## src/rtl/dna_syndrome_calc.sv

```systemverilog
// Streaming syndrome front end: collects N received quaternary symbols and accumulates word_sum / inv_syn.
// Latency: out_valid rises on the edge that accepts the in_last symbol, then holds until out_ready.
// Backpressure: in_ready drops while a result is waiting; outputs are frozen until out_ready.
// Optional: define DNA_SYM_SUM_EN to add the sym_sum output (sum of received symbols mod 4).
module dna_syndrome_calc #(
    parameter int N = 98
) (
    input  logic           clk,
    input  logic           rst,
    input  logic           in_valid,
    output logic           in_ready,
    input  logic [1:0]     in_sym,
    input  logic           in_last,
    output logic           out_valid,
    input  logic           out_ready,
    output logic [2*N-1:0] word_out,
    output logic [8:0]     word_sum,
    output logic [13:0]    inv_syn,
`ifdef DNA_SYM_SUM_EN
    output logic [1:0]     sym_sum,
`endif
    output logic           len_err
);

    localparam int M  = 4 * (N + 1);
    localparam int CW = $clog2(N + 1);
    localparam int AW = 16;

    typedef enum logic {COLLECT, DONE} state_t;

    state_t          state;
    logic [CW-1:0]   count;
    logic [1:0]      prev;
    logic [13:0]     acc;
    logic [1:0]      d;
    logic [AW-1:0]   acc_sum;
    logic [13:0]     acc_next;
    logic            room;
    logic            xfer;
    logic            short_word;

    assign in_ready = (state == COLLECT);
    assign inv_syn  = acc;
    assign xfer     = in_valid && (state == COLLECT);
    assign room     = (AW'(count) < AW'(N));

    // Differential symbol and the modular weighted-syndrome update; weight i is count+1.
    always_comb begin
        d          = in_sym - prev;
        acc_sum    = AW'(acc) + (AW'(count) + AW'(1)) * AW'(d);
        acc_next   = (acc_sum >= AW'(M)) ? 14'(acc_sum - AW'(M)) : 14'(acc_sum);
        short_word = (AW'(count) + AW'(1)) != AW'(N);
    end

    // Collect/hold FSM with all datapath registers; a handshake in DONE clears everything.
    always_ff @(posedge clk or posedge rst) begin
        if (rst) begin
            state     <= COLLECT;
            count     <= '0;
            prev      <= '0;
            acc       <= '0;
            word_out  <= '0;
            word_sum  <= '0;
            out_valid <= 1'b0;
            len_err   <= 1'b0;
`ifdef DNA_SYM_SUM_EN
            sym_sum   <= '0;
`endif
        end else begin
            case (state)
                COLLECT: begin
                    if (xfer) begin
                        if (room) begin
                            word_out <= word_out | ((2*N)'(in_sym) << {count, 1'b0});
                            word_sum <= word_sum + 9'(d);
                            acc      <= acc_next;
                            prev     <= in_sym;
                            count    <= count + 1'b1;
`ifdef DNA_SYM_SUM_EN
                            sym_sum  <= sym_sum + in_sym;
`endif
                            // Final symbol of a word that is too short.
                            if (in_last && short_word)
                                len_err <= 1'b1;
                        end else begin
                            // Symbol beyond slot N: dropped, word is too long.
                            len_err <= 1'b1;
                        end
                        if (in_last) begin
                            state     <= DONE;
                            out_valid <= 1'b1;
                        end
                    end
                end
                DONE: begin
                    if (out_ready) begin
                        state     <= COLLECT;
                        out_valid <= 1'b0;
                        count     <= '0;
                        prev      <= '0;
                        acc       <= '0;
                        word_out  <= '0;
                        word_sum  <= '0;
                        len_err   <= 1'b0;
`ifdef DNA_SYM_SUM_EN
                        sym_sum   <= '0;
`endif
                    end
                end
                default: state <= COLLECT;
            endcase
        end
    end

endmodule
```

## config.mk

```make
export PLATFORM = sky130hd
export DESIGN_NAME = dna_syndrome_calc
export DESIGN_NICKNAME = d
export VERILOG_FILES = /design/src/rtl/dna_syndrome_calc.sv
export SDC_FILE = /design/constraint.sdc
export NUM_CORES = 1
export LEC_CHECK = 0
export BUFFER_PORTS_ARGS = -buffer_cell sky130_fd_sc_hd__buf_2
export CAP_MARGIN = 30
export CORE_ASPECT_RATIO = 1.5
export CORE_MARGIN = 1
export CORE_UTILIZATION = 45
export CTS_BUF_LIST = sky130_fd_sc_hd__clkbuf_2
export CTS_CLUSTER_SIZE = 16
export DETAILED_ROUTE_END_ITERATION = 6
export GPL_TIMING_DRIVEN = 0
export PLACE_DENSITY = 0.77
export SKIP_CTS_REPAIR_TIMING = 1
export SLEW_MARGIN = 15
export SYNTH_ARGS = -nofsm -noshare
export SYNTH_HDL_FRONTEND = slang
export SYNTH_SLANG_ARGS = --single-unit
```

## constraint.sdc

```tcl
create_clock -name clk -period 21.7 [get_ports clk]
set_clock_uncertainty 0.2 [all_clocks]
set_input_delay 1.085 -clock clk [delete_from_list [all_inputs] [get_ports clk]]
set_output_delay 1.085 -clock clk [all_outputs]
set_load 0.01 [all_outputs]
```

==> report_table.html, run 1 <==
<table>
<tr><th>Metric</th><th>Value</th></tr>
<tr><th colspan="2">Critical path</th></tr>
<tr><td>Count of buffer and inverter cells on the critical path</td><td>4</td></tr>
<tr><td>R2R Path Start</td><td>count[4]</td></tr>
<tr><td>Worst R2R Setup Slack</td><td>16.28 ns</td></tr>
<tr><td>CP required</td><td>22.12 ns</td></tr>
<tr><td>Worst-case reg-to-reg path depth</td><td>20</td></tr>
<tr><td>Delay of the slowest cell on the worst path</td><td>0.59 ns</td></tr>
<tr><td>Top Family by Delay on Critical Path</td><td>XOR/XNOR gates</td></tr>
<tr><td>Crit path launch type</td><td>input port</td></tr>
<tr><td>Worst path arrival time</td><td>6.01 ns</td></tr>
<tr><td>Kind of capture point of the worst setup path</td><td>register</td></tr>
<tr><td>Critical-path cell list</td><td>buf_2 &gt; inv_1 &gt; ha_1 &gt; xnor2_1 &gt; xnor2_1 &gt; nand2b_1 &gt; fa_1 &gt; inv_1 &gt; ha_1 &gt; inv_1 &gt; fa_1 &gt; nand2b_1 &gt; a211oi_1 &gt; nor2_1 &gt; xor2_1 &gt; o32ai_4 &gt; nor3_4 &gt; nor2_1 &gt; xnor2_1 &gt; o22ai_1</td></tr>
<tr><td>Max FO, Critical Path</td><td>9</td></tr>
<tr><td>Critical Path Slowest Stage Cell</td><td>sky130_fd_sc_hd__xnor2_1</td></tr>
<tr><td>Start-to-end type of the worst setup path</td><td>in2reg</td></tr>
<tr><td>CP Launch Point</td><td>in_sym[0]</td></tr>
<tr><td>End of the worst register-to-register path</td><td>inv_syn[4]</td></tr>
<tr><th colspan="2">Job</th></tr>
<tr><td>Total of max-cap violations</td><td>0</td></tr>
<tr><th colspan="2">Worst hold path</th></tr>
<tr><td>HP Class</td><td>in2async</td></tr>
<tr><th colspan="2">Detailed routing</th></tr>
<tr><td>Drt wl/cell</td><td>19.5 um</td></tr>
<tr><td>WL met1</td><td>12100 um</td></tr>
<tr><td>First-iteration detailed-routing DRC count</td><td>644</td></tr>
<tr><td>Drt via density</td><td>5.49</td></tr>
<tr><td>Drc violations</td><td>0</td></tr>
<tr><td>Amount of wire on met2 after detailed routing</td><td>16100 um</td></tr>
<tr><td>Total vias in the final route</td><td>8970</td></tr>
<tr><td>Highest metal used</td><td>met4</td></tr>
<tr><td>Wire length on met3</td><td>2240 um</td></tr>
<tr><td>Detailed-routing iteration count for the pre-antenna-repair pass</td><td>5</td></tr>
<tr><td>Final ANT Viol Nets</td><td>0</td></tr>
<tr><td>Detailed Route WL</td><td>31800 um</td></tr>
<tr><th colspan="2">Floorplanning</th></tr>
<tr><td>Floorplan die area</td><td>0.0230 mm2</td></tr>
<tr><td>Effective utilization at floorplan</td><td>46.3%</td></tr>
<tr><td>CORE AREA</td><td>0.0218 mm2</td></tr>
<tr><td>Number of placement rows</td><td>66</td></tr>
<tr><td>Die W</td><td>124 um</td></tr>
<tr><td>Number of I/O pins</td><td>229</td></tr>
<tr><td>Chip height</td><td>185 um</td></tr>
<tr><th colspan="2">Global routing</th></tr>
<tr><td>Initial antenna violation count</td><td>1</td></tr>
<tr><td>Wire length of the first global-routing pass</td><td>48800 um</td></tr>
<tr><td>GR Overflow Total</td><td>0</td></tr>
<tr><td>Vias in the first global route</td><td>8950</td></tr>
<tr><td>Total routing resource utilization after global routing</td><td>27.4%</td></tr>
<tr><td>Pin count of the biggest net entering global routing</td><td>99</td></tr>
<tr><th colspan="2">Synthesis</th></tr>
<tr><td>Largest area contributor in the netlist</td><td>sky130_fd_sc_hd__dfrtp_1</td></tr>
<tr><td>Fraction of registers with async set/reset</td><td>100%</td></tr>
<tr><td>Avg Cell Area, Syn</td><td>9.63 um2</td></tr>
<tr><td>Area share of the leading cell type in the synthesized netlist</td><td>57.3%</td></tr>
<tr><td>Post-synthesis instance total</td><td>1047</td></tr>
<tr><td>Number of enable flip-flop cells after synthesis</td><td>0</td></tr>
<tr><td>Count of synthesis-stage warnings from yosys</td><td>0</td></tr>
<tr><td>Number of unique standard cell types used by synthesis</td><td>59</td></tr>
<tr><td>Most instantiated flip-flop cell in the synthesis netlist</td><td>sky130_fd_sc_hd__dfrtp_1</td></tr>
<tr><td>Sequential share of the synthesized area</td><td>57.3%</td></tr>
<tr><td>Net count after synthesis</td><td>1080</td></tr>
<tr><td>Dominant cells by area after synthesis</td><td>sky130_fd_sc_hd__dfrtp_1 (57%), sky130_fd_sc_hd__a21oi_1 (11%), sky130_fd_sc_hd__nor2_1 (8.7%)</td></tr>
<tr><td>Number of flip-flops and latches in the synthesized netlist</td><td>231</td></tr>
<tr><td>Synthesized area</td><td>0.0101 mm2</td></tr>
<tr><th colspan="2">Placed design</th></tr>
<tr><td>PortBufs</td><td>227</td></tr>
<tr><td>Worst setup timing slack at the placement stage</td><td>15.29 ns</td></tr>
<tr><td>Final weighted congestion of routability-driven global placement</td><td>0.920</td></tr>
<tr><td>Post-detailed-placement half-perimeter wirelength</td><td>22900 um</td></tr>
<tr><th colspan="2">Status</th></tr>
<tr><td>Outcome</td><td>finished, final reports clean</td></tr>
<tr><th colspan="2">STA</th></tr>
<tr><td>Final setup violation count</td><td>0</td></tr>
<tr><td>Achievable Freq</td><td>179 MHz</td></tr>
<tr><td>Sum of negative setup slack</td><td>0 ns</td></tr>
<tr><td>Measured slew at the worst slew-check pin</td><td>0.994 ns</td></tr>
<tr><td>Shortest period the worst path allows</td><td>5.59 ns</td></tr>
<tr><td>PnR worst setup slack</td><td>16.11 ns</td></tr>
<tr><td>Setup repair after global routing missed its margin</td><td>no</td></tr>
<tr><td>Slew HR</td><td>33.5%</td></tr>
<tr><td>Final Cycle Share</td><td>25.8%</td></tr>
<tr><td>Final hold vios</td><td>0</td></tr>
<tr><td>Fin. max-slew vios</td><td>0</td></tr>
<tr><th colspan="2">Clock tree</th></tr>
<tr><td>Htree depth</td><td>2</td></tr>
<tr><td>TritonCTS clock tree</td><td>built</td></tr>
<tr><td>Clock latency at the later pin of the worst-skew pair</td><td>0.81 ns</td></tr>
<tr><td>Buffer cell driving the clock tree root</td><td>sky130_fd_sc_hd__clkbuf_2</td></tr>
<tr><td>Maximum clock insertion buffer count</td><td>3</td></tr>
<tr><td>Number of buffers created by CTS</td><td>52</td></tr>
<tr><td>Clock-pin slew of the registers on the worst-case setup and hold paths</td><td>0.12 ns</td></tr>
<tr><td>Clock Sink Count</td><td>231</td></tr>
<tr><th colspan="2">Power and ir drop</th></tr>
<tr><td>Power density normalized to cell area</td><td>93.8 mW/mm2</td></tr>
<tr><td>Total power consumption of the routed design</td><td>1.13 mW</td></tr>
<tr><td>Leakage</td><td>6.67 nW</td></tr>
<tr><td>Maximum ir drop on the vdd rail</td><td>0.0432 mV</td></tr>
<tr><th colspan="2">Layout</th></tr>
<tr><td>Nets@finish</td><td>1363</td></tr>
<tr><td>Synthesis-to-layout area growth</td><td>19.4%</td></tr>
<tr><td>Fraction of layout cells with a size suffix above 1</td><td>24.6%</td></tr>
<tr><td>Share of the core filled with cells</td><td>55.2%</td></tr>
</table>
[state kept, by name, summed over array words and instances (netlist names)]
name,cells
word_sum,9
state,1
len_err,1
out_valid,1
inv_syn,14
word_out,196
prev,2
count,7
[Yosys cell counts, drive strengths merged, types with 2 or more instances]
library cell,n
nand2,37
or4,2
nor3b,5
mux2i,3
buf,9
o2111ai,2
o22ai,8
nand2b,6
o211ai,3
ha,17
or3,7
o21ai,24
xnor2,15
nand3,19
fa,9
a31oi,6
nor3,28
or2,3
xor2,12
and2,12
clkbuf,58
nand4,7
a211oi,2
o31ai,3
and3,6
nor4,3
dfrtp,231
a21o,3
a21oi,212
nor2,238
inv,40
[cells in the final DEF, fill, tap and decap left out, types with 8 or more instances in the layout]
master / synthesis / final
sky130_fd_sc_hd__a21oi_1: 212 / 212
sky130_fd_sc_hd__nor3_1: 20 / 20
sky130_fd_sc_hd__clkbuf_1: 58 / 58
sky130_fd_sc_hd__xnor2_1: 15 / 15
sky130_fd_sc_hd__nor2_1: 235 / 235
sky130_fd_sc_hd__clkbuf_2: 0 / 69
sky130_fd_sc_hd__nand2_1: 37 / 37
sky130_fd_sc_hd__ha_1: 17 / 17
sky130_fd_sc_hd__o21ai_0: 22 / 22
sky130_fd_sc_hd__and2_1: 11 / 11
sky130_fd_sc_hd__buf_2: 7 / 234
sky130_fd_sc_hd__inv_1: 40 / 39
sky130_fd_sc_hd__dfrtp_1: 231 / 231
sky130_fd_sc_hd__clkinv_1: 0 / 10
sky130_fd_sc_hd__xor2_1: 12 / 12
sky130_fd_sc_hd__o22ai_1: 8 / 8
sky130_fd_sc_hd__nand3_1: 18 / 18
sky130_fd_sc_hd__fa_1: 9 / 9
[how the worst max path moves through the flow]
stage / depth (start not counted) / to / slack [ns]
2_1_floorplan: 1 / count[0] / 14.08
3_3_place_gp: 2 / word_out[75] / 11.68
3_5_place_dp: 20 / inv_syn[5] / 15.29
4_1_cts: 20 / inv_syn[5] / 16.15
5_1_grt: 20 / inv_syn[5] / 15.82
6_report: 20 / inv_syn[4] / 16.11
[metal layers]
metal | vias to the layer above | global-route usage [%]
met3 | 86 | 6.53
met5 | - | 0
met4 | 0 | 13.6
li1 | 4119 | -
met1 | 4403 | 31.4
met2 | 362 | 47.8
[through the flow]
stage / hold WS (ns) / std cells / area (um2)
floorplan: 0.258 / 1047 / 10100
global placement: 0.270 / 1546 / 11600
detailed placement: 0.278 / 1548 / 11600
CTS: 0.0146 / 1632 / 12000
global route: 0.0357 / 1633 / 12000
finish: 0.0671 / 1633 / 12000
[report_power, final]
group / total, mW / leakage (nW) / internal, mW / switching [mW]
Sequential: 0.479 / 3.19 / 0.459 / 0.0203
Clock: 0.258 / 0.318 / 0.0862 / 0.172
Combinational: 0.392 / 3.17 / 0.139 / 0.253
Total: 1.13 / 6.67 / 0.684 / 0.446
[kinds of logic (layout without fill, tap and decap cells)]
logic type,after synthesis,after routing,synth area share (%)
compound gates,277,277,15.2
xor+xnor,27,27,2.34
fa+ha+maj,26,26,3.90
buf+inv,107,420,4.14
flops,231,231,57.3
mux,3,3,0.298
other cells,0,1,0
simple gates,376,376,16.8
[worst register-to-register path: cells and delay by family (launching register included)]
kind,cells,cell delay [ns]
simple gates,7,1.52
compound gates,3,0.65
buf+inv,5,1.02
flops,1,0.33
xor+xnor,3,0.79
fa+ha+maj,2,0.79
[final cells by class]
class                   count  area [um2]
fillers                  2094        9760
well taps                 272         340
repair buffers            229        1190
flip-flops and latches    231        5780
clock inverters            15        68.8
multi-input cells         709        3890
clock buffers              69         345
plain buffers              67         268
diodes                      1        2.50
inverters                  40         158
(Power assumes the default switching activity.)
==> run 2: changes to the inputs <==
- clock period: 21.7 -> 5.5 ns (I/O delays scaled with it)
==> run 2 against run 1 <==
Against the previous run: sequential power grew to 3.9 times the previous value; wire length decreased by 0.26%; largest power group unchanged; critical endpoint unchanged; final cell count up 1.5%; global-route usage hardly changed.
==> report_table.html, run 2 (same netlist as run 1, synthesis figures left out) <==
<table>
<tr><th>Metric</th><th>Value</th></tr>
<tr><th colspan="2">Layout</th></tr>
<tr><td>Nets@finish</td><td>1377 (was 1363)</td></tr>
<tr><td>Fraction of layout cells with a size suffix above 1</td><td>25.6% (was 24.6%)</td></tr>
<tr><td>Synthesis-to-layout area growth</td><td>21.8% (was 19.4%)</td></tr>
<tr><td>Filler cell count</td><td>2041 (was 2094)</td></tr>
<tr><td>Layout Cell Area excl Fill</td><td>0.0123 mm2 (was 0.0120 mm2)</td></tr>
<tr><td>Max reg flops</td><td>196 (unchanged)</td></tr>
<tr><td>Total area of multi-input combinational cells</td><td>0.00391 mm2 (was 0.00389 mm2)</td></tr>
<tr><td>Most frequent cells in the layout</td><td>sky130_fd_sc_hd__buf_2 (234), sky130_fd_sc_hd__nor2_1 (234), sky130_fd_sc_hd__dfrtp_1 (231) (was sky130_fd_sc_hd__nor2_1 (235), sky130_fd_sc_hd__buf_2 (234), sky130_fd_sc_hd__dfrtp_1 (231))</td></tr>
<tr><td>Storage element area</td><td>0.00578 mm2 (unchanged)</td></tr>
<tr><td>Non-filler instance count after layout</td><td>1657 (was 1633)</td></tr>
<tr><td>Largest register by flop count</td><td>word_out (unchanged)</td></tr>
<tr><th colspan="2">STA</th></tr>
<tr><td>Final hold vios</td><td>0 (unchanged)</td></tr>
<tr><td>Shortest period the worst path allows</td><td>5.16 ns</td></tr>
<tr><td>Measured slew at the worst slew-check pin</td><td>0.976 ns (was 0.994 ns)</td></tr>
<tr><td>Fin. max-slew vios</td><td>0 (unchanged)</td></tr>
<tr><td>Slew HR</td><td>34.7% (was 33.5%)</td></tr>
<tr><td>Final setup violation count</td><td>0 (unchanged)</td></tr>
<tr><td>Worst slack on hold paths</td><td>0.0321 ns (was 0.0671 ns)</td></tr>
<tr><td>Setup repair after global routing missed its margin</td><td>no (unchanged)</td></tr>
<tr><td>Final Cycle Share</td><td>93.7%</td></tr>
<tr><td>Achievable Freq</td><td>194 MHz</td></tr>
<tr><td>PnR worst setup slack</td><td>0.345 ns (was 16.11 ns)</td></tr>
<tr><th colspan="2">Floorplanning</th></tr>
<tr><td>Die W</td><td>124 um (unchanged)</td></tr>
<tr><td>Effective utilization at floorplan</td><td>46.3% (unchanged)</td></tr>
<tr><td>CORE AREA</td><td>0.0218 mm2 (unchanged)</td></tr>
<tr><td>Number of placement rows</td><td>66 (unchanged)</td></tr>
<tr><td>Floorplan die area</td><td>0.0230 mm2 (unchanged)</td></tr>
<tr><td>Chip height</td><td>185 um (unchanged)</td></tr>
<tr><td>Number of I/O pins</td><td>229 (unchanged)</td></tr>
<tr><th colspan="2">Detailed routing</th></tr>
<tr><td>Detailed-routing iteration count for the pre-antenna-repair pass</td><td>5 (unchanged)</td></tr>
<tr><td>Total vias in the final route</td><td>9130 (was 8970)</td></tr>
<tr><td>Drc violations</td><td>0 (unchanged)</td></tr>
<tr><td>Drt wl/cell</td><td>19.2 um (was 19.5 um)</td></tr>
<tr><td>First-iteration detailed-routing DRC count</td><td>640 (was 644)</td></tr>
<tr><td>Final ANT Viol Nets</td><td>0 (unchanged)</td></tr>
<tr><td>Drt via density</td><td>5.51 (was 5.49)</td></tr>
<tr><td>Detailed Route WL</td><td>31700 um (was 31800 um)</td></tr>
<tr><th colspan="2">Global routing</th></tr>
<tr><td>GR Overflow Total</td><td>0 (unchanged)</td></tr>
<tr><td>Initial antenna violation count</td><td>1 (unchanged)</td></tr>
<tr><td>Wire length of the first global-routing pass</td><td>49000 um (was 48800 um)</td></tr>
<tr><td>Total routing resource utilization after global routing</td><td>27.4% (about the same)</td></tr>
<tr><td>Vias in the first global route</td><td>9022 (was 8950)</td></tr>
<tr><td>Pin count of the biggest net entering global routing</td><td>36 (was 99)</td></tr>
<tr><th colspan="2">Worst hold path</th></tr>
<tr><td>Hold worst-path end</td><td>state</td></tr>
<tr><td>Number of cells on the worst hold path</td><td>3</td></tr>
<tr><td>HP Class</td><td>in2reg (was in2async)</td></tr>
<tr><td>HP Start</td><td>out_ready</td></tr>
<tr><th colspan="2">Clock tree</th></tr>
<tr><td>Maximum clock insertion buffer count</td><td>3 (unchanged)</td></tr>
<tr><td>Clock-pin slew of the registers on the worst-case setup and hold paths</td><td>0.11 ns (was 0.12 ns)</td></tr>
<tr><td>Clock Sink Count</td><td>231 (unchanged)</td></tr>
<tr><td>TritonCTS clock tree</td><td>built (unchanged)</td></tr>
<tr><td>Number of buffers created by CTS</td><td>53 (was 52)</td></tr>
<tr><td>Htree depth</td><td>2 (unchanged)</td></tr>
<tr><td>Buffer cell driving the clock tree root</td><td>sky130_fd_sc_hd__clkbuf_2 (unchanged)</td></tr>
<tr><td>Clock latency at the later pin of the worst-skew pair</td><td>0.84 ns (was 0.81 ns)</td></tr>
<tr><th colspan="2">Critical path</th></tr>
<tr><td>Top Family by Delay on Critical Path</td><td>compound AO/OA/AOI/OAI gates (was XOR/XNOR gates)</td></tr>
<tr><td>Delay of the slowest cell on the worst path</td><td>0.50 ns (was 0.59 ns)</td></tr>
<tr><td>Worst-case reg-to-reg path depth</td><td>18 (was 20)</td></tr>
<tr><td>Worst path arrival time</td><td>5.60 ns (was 6.01 ns)</td></tr>
<tr><td>Worst R2R Setup Slack</td><td>0.34 ns (was 16.28 ns)</td></tr>
<tr><td>Kind of capture point of the worst setup path</td><td>register (unchanged)</td></tr>
<tr><td>CP required</td><td>5.95 ns (was 22.12 ns)</td></tr>
<tr><td>Crit path launch type</td><td>register (was input port)</td></tr>
<tr><td>Critical Path Slowest Stage Cell</td><td>sky130_fd_sc_hd__fa_1 (was sky130_fd_sc_hd__xnor2_1)</td></tr>
<tr><td>Count of buffer and inverter cells on the critical path</td><td>4 (unchanged)</td></tr>
<tr><td>Critical-path cell list</td><td>clkbuf_1 &gt; clkbuf_1 &gt; nand3_1 &gt; xor2_1 &gt; or2_2 &gt; fa_1 &gt; inv_1 &gt; ha_1 &gt; buf_6 &gt; and2_4 &gt; a221oi_1 &gt; a21oi_1 &gt; o211ai_1 &gt; a21oi_1 &gt; nor3_4 &gt; nor2_1 &gt; xnor2_1 &gt; o22ai_1 (was buf_2 &gt; inv_1 &gt; ha_1 &gt; xnor2_1 &gt; xnor2_1 &gt; nand2b_1 &gt; fa_1 &gt; inv_1 &gt; ha_1 &gt; inv_1 &gt; fa_1 &gt; nand2b_1 &gt; a211oi_1 &gt; nor2_1 &gt; xor2_1 &gt; o32ai_4 &gt; nor3_4 &gt; nor2_1 &gt; xnor2_1 &gt; o22ai_1)</td></tr>
<tr><td>R2R Path Start</td><td>count[2] (was count[4])</td></tr>
<tr><td>Start-to-end type of the worst setup path</td><td>reg2reg (was in2reg)</td></tr>
<tr><td>Max FO, Critical Path</td><td>10 (was 9)</td></tr>
<tr><td>End of the worst register-to-register path</td><td>inv_syn[4] (unchanged)</td></tr>
<tr><th colspan="2">Placed design</th></tr>
<tr><td>Final weighted congestion of routability-driven global placement</td><td>0.937 (was 0.920)</td></tr>
<tr><td>Cell area after placement</td><td>0.0117 mm2 (was 0.0116 mm2)</td></tr>
<tr><td>PortBufs</td><td>227 (unchanged)</td></tr>
<tr><td>Post-detailed-placement half-perimeter wirelength</td><td>23100 um (was 22900 um)</td></tr>
<tr><td>Worst setup timing slack at the placement stage</td><td>-0.0538 ns (was 15.29 ns)</td></tr>
<tr><td>Placed instance count</td><td>1553 (was 1548)</td></tr>
<tr><th colspan="2">Power and ir drop</th></tr>
<tr><td>Maximum ir drop on the vdd rail</td><td>0.181 mV (was 0.0432 mV)</td></tr>
<tr><td>Total power consumption of the routed design</td><td>4.52 mW (was 1.13 mW)</td></tr>
<tr><td>Power density normalized to cell area</td><td>368 mW/mm2 (was 93.8 mW/mm2)</td></tr>
<tr><td>Leakage</td><td>6.80 nW (was 6.67 nW)</td></tr>
<tr><th colspan="2">Job</th></tr>
<tr><td>Total of max-cap violations</td><td>0 (unchanged)</td></tr>
<tr><th colspan="2">Status</th></tr>
<tr><td>Outcome</td><td>finished, final reports clean (unchanged)</td></tr>
</table>
-- run 2: cell types whose count changed in the layout (fill, tap and decap cells not counted), moves of 2 or more --
cell                            delta
sky130_fd_sc_hd__clkbuf_2         +11
sky130_fd_sc_hd__dlygate4sd3_1     +8
sky130_fd_sc_hd__buf_12            +6
sky130_fd_sc_hd__clkinv_1          +3
sky130_fd_sc_hd__clkbuf_1          -2
sky130_fd_sc_hd__clkinvlp_4        +2
-- run 2: area by class of cell --
class,count,area share [%]
multi-input cells,709,31.8
diodes,1,0.0204
repair buffers,242,11.1
well taps,272,2.77
clock inverters,17,0.601
plain buffers,67,2.20
clock buffers,78,3.18
flip-flops and latches,231,47.1
inverters,40,1.25
-- run 2: worst min-delay path: stages --
cell	delay, ns
sky130_fd_sc_hd__dlygate4sd3_1	0.54
sky130_fd_sc_hd__buf_2	0.14
sky130_fd_sc_hd__o21ai_0	0.07
-- run 2: per-stage QoR --
step                      TNS [ns]  utilization (%)
after floorplan                  0                -
after global placement           0             53.1
after detailed placement    -0.143             53.7
after CTS                        0             55.9
after global routing             0             56.3
final                            0             56.3
-- run 2: power by group --
group          total, mW  internal [mW]  switching (mW)
clock               1.07          0.380           0.690
sequential          1.89           1.81          0.0810
combinational       1.56          0.563           0.999
total               4.52           2.75            1.77
-- run 2: per-layer routing --
layer | vias to the layer above | track usage (%) | part of all wire [%]
met5 | - | 0 | 0
met3 | 92 | 6.59 | 7.3
met4 | 0 | 12.4 | 4.0
met1 | 4503 | 31.2 | 37
met2 | 378 | 48.6 | 51
li1 | 4157 | - | -
-- run 2: worst max path at each step --
stage	startpoint	to	slack, ns	depth (start not counted)
after detailed placement	in_sym[0]	inv_syn[5]	-0.05	20
after global placement	in_sym[0]	inv_syn[5]	0.09	20
after global routing	count[2]	inv_syn[13]	0.01	20
after floorplan	in_sym[0]	inv_syn[8]	0.94	19
final	count[2]	inv_syn[4]	0.34	18
after CTS	prev[0]	inv_syn[4]	0.18	18
==> run 3: changes to the inputs <==
- CORE_UTILIZATION: 45 -> 56
- PLACE_DENSITY: 0.77 -> 0.91
==> run 3 against run 2 <==
Against the previous run: the flow now finishes with violations (DRC); first-iteration DRC count up 20%; final area down 0.70%; utilization up 13 points; sequential power about the same; worst setup slack better by 0.029 ns; register-to-register slack better by 0.03 ns; wire length up 2.6%; critical path type unchanged; highest routed layer unchanged.
==> report_table.html, run 3 (same netlist as run 1, synthesis figures left out) <==
<table>
<tr><th>Metric</th><th>Value</th></tr>
<tr><th colspan="2">Critical path</th></tr>
<tr><td>Start-to-end type of the worst setup path</td><td>reg2reg (unchanged)</td></tr>
<tr><td>Critical Path Slowest Stage Cell</td><td>sky130_fd_sc_hd__fa_1 (unchanged)</td></tr>
<tr><td>Kind of capture point of the worst setup path</td><td>register (unchanged)</td></tr>
<tr><td>Critical-path cell list</td><td>clkbuf_1 &gt; nand3_1 &gt; nor2_1 &gt; clkbuf_2 &gt; xnor2_1 &gt; inv_1 &gt; nand2_1 &gt; fa_1 &gt; inv_1 &gt; ha_1 &gt; and2_4 &gt; a221oi_1 &gt; a21oi_1 &gt; o211ai_1 &gt; a21oi_1 &gt; nor3_4 &gt; nor2_1 &gt; xnor2_1 &gt; o22ai_1 (was clkbuf_1 &gt; clkbuf_1 &gt; nand3_1 &gt; xor2_1 &gt; or2_2 &gt; fa_1 &gt; inv_1 &gt; ha_1 &gt; buf_6 &gt; and2_4 &gt; a221oi_1 &gt; a21oi_1 &gt; o211ai_1 &gt; a21oi_1 &gt; nor3_4 &gt; nor2_1 &gt; xnor2_1 &gt; o22ai_1)</td></tr>
<tr><td>Worst path arrival time</td><td>5.49 ns (was 5.60 ns)</td></tr>
<tr><td>Worst-case reg-to-reg path depth</td><td>19 (was 18)</td></tr>
<tr><td>CP required</td><td>5.86 ns (was 5.95 ns)</td></tr>
<tr><td>Delay of the slowest cell on the worst path</td><td>0.48 ns (was 0.50 ns)</td></tr>
<tr><td>Max FO, Critical Path</td><td>10 (unchanged)</td></tr>
<tr><td>Crit path launch type</td><td>register (unchanged)</td></tr>
<tr><th colspan="2">Job</th></tr>
<tr><td>Total of max-cap violations</td><td>0 (unchanged)</td></tr>
<tr><th colspan="2">STA</th></tr>
<tr><td>Worst slack on hold paths</td><td>0.121 ns (was 0.0321 ns)</td></tr>
<tr><td>Final hold vios</td><td>0 (unchanged)</td></tr>
<tr><td>Sum of negative setup slack</td><td>0 ns (unchanged)</td></tr>
<tr><td>Final setup violation count</td><td>0 (unchanged)</td></tr>
<tr><td>Fin. max-slew vios</td><td>0 (unchanged)</td></tr>
<tr><td>Shortest period the worst path allows</td><td>5.13 ns (was 5.16 ns)</td></tr>
<tr><td>Final Cycle Share</td><td>93.2% (was 93.7%)</td></tr>
<tr><td>PnR worst setup slack</td><td>0.374 ns (was 0.345 ns)</td></tr>
<tr><td>Slew HR</td><td>43.4% (was 34.7%)</td></tr>
<tr><td>Measured slew at the worst slew-check pin</td><td>0.843 ns (was 0.976 ns)</td></tr>
<tr><td>Achievable Freq</td><td>195 MHz (was 194 MHz)</td></tr>
<tr><th colspan="2">Status</th></tr>
<tr><td>Violations in the final reports</td><td>DRC</td></tr>
<tr><td>Outcome</td><td>finished with violations (was finished, final reports clean)</td></tr>
<tr><th colspan="2">Clock tree</th></tr>
<tr><td>Number of buffers created by CTS</td><td>49 (was 53)</td></tr>
<tr><td>Clock latency at the later pin of the worst-skew pair</td><td>0.78 ns (was 0.84 ns)</td></tr>
<tr><td>TritonCTS clock tree</td><td>built (unchanged)</td></tr>
<tr><td>Clock-pin slew of the registers on the worst-case setup and hold paths</td><td>0.11 ns (about the same)</td></tr>
<tr><td>Clock Sink Count</td><td>231 (unchanged)</td></tr>
<tr><td>Buffer cell driving the clock tree root</td><td>sky130_fd_sc_hd__clkbuf_2 (unchanged)</td></tr>
<tr><td>Maximum clock insertion buffer count</td><td>3 (unchanged)</td></tr>
<tr><td>Htree depth</td><td>2 (unchanged)</td></tr>
<tr><th colspan="2">Detailed routing</th></tr>
<tr><td>Final ANT Viol Nets</td><td>0 (unchanged)</td></tr>
<tr><td>Drt via density</td><td>5.93 (was 5.51)</td></tr>
<tr><td>Total vias in the final route</td><td>9451 (was 9130)</td></tr>
<tr><td>Drt wl/cell</td><td>20.4 um (was 19.2 um)</td></tr>
<tr><td>Drc violations</td><td>9 (was 0)</td></tr>
<tr><td>Detailed-routing iteration count for the pre-antenna-repair pass</td><td>7 (was 5)</td></tr>
<tr><td>Detailed Route WL</td><td>32500 um (was 31700 um)</td></tr>
<tr><td>First-iteration detailed-routing DRC count</td><td>765 (was 640)</td></tr>
<tr><th colspan="2">Layout</th></tr>
<tr><td>Nets@finish</td><td>1376 (was 1377)</td></tr>
<tr><td>Most frequent cells in the layout</td><td>sky130_fd_sc_hd__buf_2 (234), sky130_fd_sc_hd__nor2_1 (234), sky130_fd_sc_hd__dfrtp_1 (231) (unchanged)</td></tr>
<tr><td>Max reg flops</td><td>196 (unchanged)</td></tr>
<tr><td>Total area of multi-input combinational cells</td><td>0.00394 mm2 (was 0.00391 mm2)</td></tr>
<tr><td>Largest register by flop count</td><td>word_out (unchanged)</td></tr>
<tr><td>Synthesis-to-layout area growth</td><td>20.9% (was 21.8%)</td></tr>
<tr><td>Storage element area</td><td>0.00578 mm2 (unchanged)</td></tr>
<tr><td>Non-filler instance count after layout</td><td>1594 (was 1657)</td></tr>
<tr><td>Fraction of layout cells with a size suffix above 1</td><td>25.3% (was 25.6%)</td></tr>
<tr><td>Filler cell count</td><td>1235 (was 2041)</td></tr>
<tr><th colspan="2">Global routing</th></tr>
<tr><td>Wire length of the first global-routing pass</td><td>50100 um (was 49000 um)</td></tr>
<tr><td>Total routing resource utilization after global routing</td><td>34.8% (was 27.4%)</td></tr>
<tr><td>Vias in the first global route</td><td>9511 (was 9022)</td></tr>
<tr><td>Initial antenna violation count</td><td>1 (unchanged)</td></tr>
<tr><td>Pin count of the biggest net entering global routing</td><td>40 (was 36)</td></tr>
<tr><td>GR Overflow Total</td><td>0 (unchanged)</td></tr>
<tr><th colspan="2">Placed design</th></tr>
<tr><td>Post-detailed-placement half-perimeter wirelength</td><td>22900 um (was 23100 um)</td></tr>
<tr><td>Final weighted congestion of routability-driven global placement</td><td>0.929 (was 0.937)</td></tr>
<tr><td>PortBufs</td><td>227 (unchanged)</td></tr>
<tr><td>Placed instance count</td><td>1493 (was 1553)</td></tr>
<tr><td>Worst setup timing slack at the placement stage</td><td>-0.0951 ns (was -0.0538 ns)</td></tr>
<tr><th colspan="2">Floorplanning</th></tr>
<tr><td>Chip height</td><td>166 um (was 185 um)</td></tr>
<tr><td>Number of I/O pins</td><td>229 (unchanged)</td></tr>
<tr><td>Effective utilization at floorplan</td><td>57.6% (was 46.3%)</td></tr>
<tr><td>Floorplan die area</td><td>0.0186 mm2 (was 0.0230 mm2)</td></tr>
<tr><td>CORE AREA</td><td>0.0175 mm2 (was 0.0218 mm2)</td></tr>
<tr><td>Number of placement rows</td><td>59 (was 66)</td></tr>
<tr><td>Die W</td><td>112 um (was 124 um)</td></tr>
<tr><th colspan="2">Power and ir drop</th></tr>
<tr><td>Leakage</td><td>6.78 nW (was 6.80 nW)</td></tr>
<tr><td>Power density normalized to cell area</td><td>373 mW/mm2 (was 368 mW/mm2)</td></tr>
<tr><td>Maximum ir drop on the vdd rail</td><td>0.217 mV (was 0.181 mV)</td></tr>
<tr><th colspan="2">Worst hold path</th></tr>
<tr><td>Number of cells on the worst hold path</td><td>3 (unchanged)</td></tr>
<tr><td>HP Class</td><td>in2reg (unchanged)</td></tr>
</table>
==> run 3: per-stage QoR <==
step	power [mW]	util [%]	cell area, um2
floorplan	3.01	-	10100
global placement	3.43	65.7	11500
detailed placement	3.49	66.4	11600
CTS	4.48	68.8	12000
global route	4.80	69.7	12200
finish	4.55	69.7	12200
==> run 3: worst max-delay path: cells and delay by family, from the launching register on <==
kind,cells,cell delay (ns)
flops,1,0.34
xor+xnor,2,0.28
buf+inv,4,0.71
fa+ha+maj,2,0.85
compound gates,5,1.34
simple gates,6,1.21
==> run 3: layout make-up <==
cell class,count,area share [%]
antenna,1,0.0205
buffer,67,2.23
clock buffer,70,2.87
clock inverter,18,0.605
inverter,40,1.26
multi-input combinational,710,32.3
sequential,231,47.4
tap,213,2.19
timing repair buffer,244,11.2
==> run 3: path summary, 6_finish.rpt <==
check / endpoint / start / slack (ns)
max in group asynchronous: word_out[13] / rst / 3.47
min in group asynchronous: word_out[56] / rst / 0.51
max reg2reg: inv_syn[4] / count[2] / 0.37
min reg2reg: word_out[64] / word_out[64] / 0.30
max: inv_syn[4] / count[2] / 0.37
min: out_valid / out_ready / 0.12
==> run 3: power breakdown <==
group	leakage, nW	switching, mW	internal (mW)
clock	0.322	0.676	0.343
combinational	3.27	1.05	0.581
sequential	3.19	0.0888	1.81
==> run 3: per-layer routing <==
layer / track usage, % / up-vias / part of all wire, % / wire length (um)
li1: - / 4144 / - / -
met4: 22.8 / 0 / 6.5 / 2110
met3: 7.77 / 150 / 8.8 / 2850
met2: 59.4 / 581 / 50 / 16300
met5: 0 / - / 0 / 0
met1: 39.1 / 4576 / 35 / 11300
